--- config.mk ---
export PLATFORM = sky130hd
export DESIGN_NAME = gpr_file_p
export DESIGN_NICKNAME = d
export VERILOG_FILES = /design/src/rtl/gpr_file_p.sv
export SDC_FILE = /design/constraint.sdc
export NUM_CORES = 2
export LEC_CHECK = 0
export BUFFER_PORTS_ARGS = -buffer_cell sky130_fd_sc_hd__buf_2
export CAP_MARGIN = 20
export CORE_UTILIZATION = 40
export CTS_CLUSTER_DIAMETER = 60
export DETAILED_ROUTE_END_ITERATION = 6
export GPL_TIMING_DRIVEN = 0
export PLACE_DENSITY = 0.65
export SYNTH_ARGS = -nofsm -noshare
export SYNTH_HDL_FRONTEND = slang
export SYNTH_SLANG_ARGS = --single-unit
--- constraint.sdc ---
create_clock -name clk -period 108.4 [get_ports clk]
set_clock_uncertainty 0.05 [all_clocks]
set_input_delay 16.26 -clock clk [delete_from_list [all_inputs] [get_ports clk]]
set_output_delay 16.26 -clock clk [all_outputs]
set_load 0.01 [all_outputs]
--- src/rtl/gpr_file_p.sv ---
// gpr_file_p: register file with write-first forwarding, overflow status flag
// and a ready/valid serial dump port that streams every register in index order.
module gpr_file_p #(
  parameter int DATA_W  = 32,
  parameter int ADDR_W  = 5,
  parameter int OVF_REG = 30,
  parameter int OVF_BIT = 0
) (
  input  logic              clk,
  input  logic              rst,
  input  logic [ADDR_W-1:0] rr1,
  input  logic [ADDR_W-1:0] rr2,
  output logic [DATA_W-1:0] readData1,
  output logic [DATA_W-1:0] readData2,
  input  logic              GPRWr,
  input  logic [ADDR_W-1:0] wr,
  input  logic [DATA_W-1:0] wd,
  input  logic              alu_overflow,
  input  logic              dump_req,
  output logic              dump_valid,
  input  logic              dump_ready,
  output logic [ADDR_W-1:0] dump_idx,
  output logic [DATA_W-1:0] dump_data,
  output logic              dump_busy
);
  localparam int NREG = 1 << ADDR_W;
  localparam logic [ADDR_W-1:0] LAST = '1;
  typedef enum logic {IDLE, SEND} state_t;
  state_t state;
  logic [DATA_W-1:0] regs [NREG];
  logic we, ovf;
  logic [ADDR_W-1:0] nxt_idx;
  assign we = GPRWr && wr != '0 && !alu_overflow && !rst;
  assign ovf = GPRWr && alu_overflow && !rst;
  assign nxt_idx = dump_idx + 1'b1;
  // Register 0 is cleared by reset and never written, so it always reads 0.
  assign readData1 = (we && rr1 == wr) ? wd : regs[rr1];
  assign readData2 = (we && rr2 == wr) ? wd : regs[rr2];
  assign dump_busy = state == SEND;
  always_ff @(posedge clk or posedge rst) begin
    if (rst) begin
      for (int i = 0; i < NREG; i++) regs[i] <= '0;
    end else begin
      if (we) regs[wr] <= wd;
      if (ovf) regs[ADDR_W'(OVF_REG)][OVF_BIT] <= 1'b1;
    end
  end
  // Dump data is taken from pre-edge register contents, so a same-edge write is not seen.
  always_ff @(posedge clk or posedge rst) begin
    if (rst) begin
      state      <= IDLE;
      dump_valid <= 1'b0;
      dump_idx   <= '0;
      dump_data  <= '0;
    end else if (state == IDLE) begin
      if (dump_req) begin
        state      <= SEND;
        dump_valid <= 1'b1;
        dump_idx   <= '0;
        dump_data  <= '0;
      end
    end else if (dump_valid && dump_ready) begin
      if (dump_idx == LAST) begin
        state      <= IDLE;
        dump_valid <= 1'b0;
      end else begin
        dump_idx  <= nxt_idx;
        dump_data <= regs[nxt_idx];
      end
    end
  end
endmodule

# ---- Yosys cells after proc, flatten, opt, wreduce, memory -nomap -nowiden
# Index checks and enable logic that the tools add are counted.
dict set report word_totals {
  wordCells 95
  out_inout_bits 103
  ff_bits 1063
  in_bits 53
}
dict set report op_classes {
  eq_ne 6
  n_lt_le_gt_ge 5
  n_bitwise 4
  add_sub_neg 1
  n_mux 30
  reduce_logical 13
}
# op n
set op_table {}
lappend op_table {{bitwise mux 1024 bit} 1}
lappend op_table {{binary-select mux 32 bit (select 5 bit)} 3}
lappend op_table {{two-way mux 32 bit} 13}
lappend op_table {{demux 32 bit (select 5 bit)} 1}
lappend op_table {{greater-or-equal comparator 6 bit, second input constant} 4}
lappend op_table {{NOT 5 -> 6 bit} 4}
lappend op_table {{two-way mux 5 bit} 4}
lappend op_table {{equality test 5 bit} 2}
lappend op_table {{two-way mux 1 bit} 8}
lappend op_table {{logical AND 1 bit} 7}
lappend op_table {{< comparator 6 x 1 -> 1 bit, second input constant} 1}
lappend op_table {{AND reduction 3 bit} 2}
lappend op_table {{adder 5 x 1 -> 5 bit, second input constant} 1}
lappend op_table {{equality test 5 bit, second input constant} 1}
lappend op_table {{nonzero test 5 bit} 1}
lappend op_table {{!= test 2 x 1 -> 1 bit, second input constant} 2}
lappend op_table {{zero test 1 bit} 2}
lappend op_table {{!= test 2 bit, second input constant} 1}
lappend op_table {{nonzero test 2 bit} 1}

# ---- Depth between registers and ports, before layout
dict set report depth {
  word_depth 8
  depth_mapped 10
  mapped_depth_nobuf 8
}

# ---- Worst setup path after synthesis
# Ideal clock, no wire load.
dict set report synth_timing {
  kind {input to output}
  from {in rr1[0]}
  to {out readData1[0]}
  path_stages 7
  path_buffers 3
  t_required_ns 92.090
  setup_slack_ns 74.235
  arrival_ns 17.855
  cell_sequence {buf_2 buf_4 buf_2 mux4_2 o22ai_1 nor4_1 mux2_2}
}
dict set report synth_between {
  elab_chain_len 5
}
# item line
set synth_lines {}
lappend synth_lines {{from (decl)} 11} ;# input logic [ADDR_W-1:0] rr1,
lappend synth_lines {{NOT 5 -> 6 bit (not written as such)} 37} ;# assign readData1 = (we && rr1 == wr) ? wd : regs[rr1];
lappend synth_lines {{binary-select mux 32 bit (select 5 bit)} 37}
lappend synth_lines {{two-way mux 32 bit (not written as such) (2 in series)} 37}
lappend synth_lines {{two-way mux 32 bit (*)} 37}
lappend synth_lines {{to (decl)} 13} ;# output logic [DATA_W-1:0] readData1,
# Every way passes the cells marked *; elsewhere a longest branch is shown, timed or not. The select of a mux whose other input is x is not followed.

# ---- Final worst setup path
dict set report layout_timing {
  from {in rst}
  to {out readData2[11]}
}
dict set report layout_between {
  elab_chain_len 4
}
# item line
set layout_lines {}
lappend layout_lines {{from (decl)} 10} ;# input logic rst,
lappend layout_lines {{zero test 1 bit (no line)} --}
lappend layout_lines {{logical AND 1 bit} 33} ;# assign we = GPRWr && wr != '0 && !alu_overflow && !rst;
lappend layout_lines {{logical AND 1 bit} 38} ;# assign readData2 = (we && rr2 == wr) ? wd : regs[rr2];
lappend layout_lines {{two-way mux 32 bit} 38}
lappend layout_lines {{to (decl)} 14} ;# output logic [DATA_W-1:0] readData2,
# Every way passes these cells.

==> flow_summary.ini <==
[clock_tree]
cts_buffer_depth = 3
cts.sinks = 1063
clock_latency_ns = 0.81
hold_buffers = 0
cts_tree = yes
clk_pin_slew_ns = 0.06
htree_levels = 3
cts_setup_buffers = 0
cts_buffers = 118
clockRootBuffer = clkbuf_16
post_cts_resized = 0

[layout]
drive_gt1_frac = 0.510
layout_commonest_cell = dfrtp_1
final_cell_mix = 1063 x dfrtp_1, 983 x mux2_2, 758 x mux4_2
syn2layout_area_growth_pct = 12.9
num-nets-final = 4725
fill_cells = 14100
stdcell_area_mm2 = 0.0718

[logic_synthesis]
ys.flop_type = dfrtp_1
synth-async-reset-ratio = 1.00
synth_seq_area_share = 0.418
synth-seq-cells = 1063
netlist_area_mm2 = 0.0637
syn-num-nets = 4415
synth-edff-count = 0
yosysWarnings = 0
synth_simple_gate_area_frac = 0.0361
synth_compound_area_frac = 0.0453
synth_xor_area_frac = 0.00193
synthAdderAreaFrac = 0.000393
syn_area_per_cell_um2 = 14.6
synthCells = 4360
synth.distinct_cells = 52
yosysTopAreaCell = dfrtp_1
synth_area_leaders = dfrtp_1 42%, mux4_2 27%, mux2_2 17%
synth_top_family_by_area = multiplexers
synthMuxAreaShare = 0.455
synth_top_area_frac = 0.418

[die]
start_util = 0.402
coreArea_mm2 = 0.158
die_area_mm2 = 0.161
fp.dieW_um = 401
num_rows = 146
num_io_pins = 156
die_h_um = 401

[worst_setup_path]
path_class = input pin to output pin
cp_slowest_stage_delay_ns = 0.98
worstPathMaxFanout = 10
path_cells = buf_2 -> or3b_1 -> a21oi_1 -> and4_1 -> buf_2 -> clkbuf_1 -> o21ai_1 -> buf_2
crit_start = rst
crit_path_frequent_cell = buf_2
reg2reg_from = dump_idx[0]
cp_slowest_cell = clkbuf_1
worstPathRequired_ns = 92.09
worstSetupEndpointType = output pin
startpoint_type = input pin
reg2reg_slack_ns = 104.07
crit_arrival_ns = 19.80

[status]
status = finished, final reports clean

[detailed_routing]
remaining_drc_errors = 0
drtPass1Iterations = 6
ant_nets = 0
vias = 50000
wirelength_um = 293000
drt_iter0_drc = 8851
routedWlPerCell_um = 42.8
drt-vias-per-instance = 7.31

[placement]
port_buffers = 149
hpwl_um = 201000
place_area_mm2 = 0.0676
gp_congestion = 1.04

[grt]
grt_max_degree = 129
grt_pass1_vias = 48400
antenna_found_initial = 18
grt_usage = 0.359
gr-max-usage-layer = met2
use_met1 = 0.430
gr-usage-met3 = 0.186
grt_remaining_overflow = 0
grtUsageMet2 = 0.494
grt_pass1_wl_um = 395000

[hold_path]
hold_start = regs[1012]
hold_path.class = flop to flop

[timing]
rsz0062_at_grt = no
hold_viol = 0
setup-violations-final = 0
tightest_slew_ns = 1.41
finalCritPeriodShare = 0.333
fin_crit_ns = 36.11
fmax_mhz = 27.7
fin_setup_tns_ns = 0
drv_slew = 0
slew_headroom = 0.0535

[power]
powerDensity_mw_per_mm2 = 17.4
ir_worst_vdd_v = 0.0000153
finalPower_w = 0.00125
p_leak_nw = 31.8

[run]
maxCapViolCount = 0
-- final timing paths --
kind                                      end  depth (start not counted)
worst max-delay path            readData2[11]                          8
worst min-delay path               regs[1012]                          1
worst max register to register   dump_data[7]                          8
worst min register to register     regs[1012]                          1
max in group asynchronous           regs[219]                          5
min in group asynchronous           regs[555]                          2
-- registers in the layout, summed over array words and instances, names as in the netlist --
signal	flops
regs	1024
dump_data	32
dump_idx	5
dump_busy	1
dump_valid	1
-- cell usage after synthesis, types with 3 or more instances --
cell type  instances
a21boi_0          33
a21oi_1           34
a22oi_1           33
a32o_1            32
and3_1             5
buf_1             14
buf_12             4
buf_2            185
buf_4             51
buf_6             36
buf_8              3
clkbuf_1         219
clkbuf_4           3
dfrtp_1         1063
inv_1              7
mux2_1            20
mux2_2           983
mux2i_1           35
mux4_1             9
mux4_2           758
nand2_1          361
nand2_2            4
nand2b_1           4
nand3_1           12
nand3_2            3
nand3b_1           6
nand4_1            5
nor2_1            22
nor2b_1            4
nor3_1             3
nor3_2             3
nor4_1            34
o21ai_0           25
o21ai_1           31
o22ai_1          248
or3_1              5
or4_1             31
xnor2_1            6
xor2_1             8
-- where the power goes --
part	internal (W)	leakage [nW]	total [W]	switching [W]
Sequential	0.000428	14.5	0.000459	0.0000307
Combinational	0.000143	15.3	0.000362	0.000219
Clock	0.000244	1.99	0.000429	0.000185
-- final cells by class --
| cell class | instances | area [µm²] | share of cell area |
|---|---|---|---|
| multi-input combinational | 2774 | 34300 | 0.477 |
| sequential | 1063 | 26600 | 0.370 |
| clock buffer | 173 | 3480 | 0.0485 |
| buffer | 516 | 2760 | 0.0384 |
| tap | 2072 | 2590 | 0.0361 |
| timing repair buffer | 190 | 1500 | 0.0208 |
| clock inverter | 45 | 564 | 0.00785 |
| inverter | 7 | 33.8 | 0.000470 |
| antenna | 10 | 25.0 | 0.000348 |
-- cell families (layout without fill, tap and decap cells) --
family	Yosys count	after routing
simple gates	508	508
compound gates	445	445
mux	1805	1805
flops	1063	1063
xor+xnor	14	14
fa+ha+maj	2	2
buf+inv	523	931
other cells	0	10
-- layer usage --
metal | part of all wire | vias to the layer above | wire length (µm)
met2 | 0.41 | 4765 | 120000
met5 | 0.0021 | - | 607
met3 | 0.17 | 1298 | 48700
met1 | 0.34 | 26100 | 98800
li1 | - | 17900 | -
met4 | 0.085 | 18 | 24800
-- through the flow --
step / worst slack [ns] / hold slack (ns) / cells / utilization
after floorplan: 62.17 / 0.407 / 4360 / -
after global placement: 49.77 / 0.422 / 6581 / 0.423
after detailed placement: 72.55 / 0.439 / 6612 / 0.427
after CTS: 72.55 / 0.453 / 6830 / 0.453
after global routing: 72.40 / 0.472 / 6844 / 0.454
final: 72.29 / 0.453 / 6850 / 0.454
-- critical path, delay by kind of cell --
family,cells,cell delay [ns]
buffers and inverters,4,1.78
and+or+nand+nor,2,0.92
AOI/OAI and AO/OA,2,0.80
(Power assumes the default switching activity.)
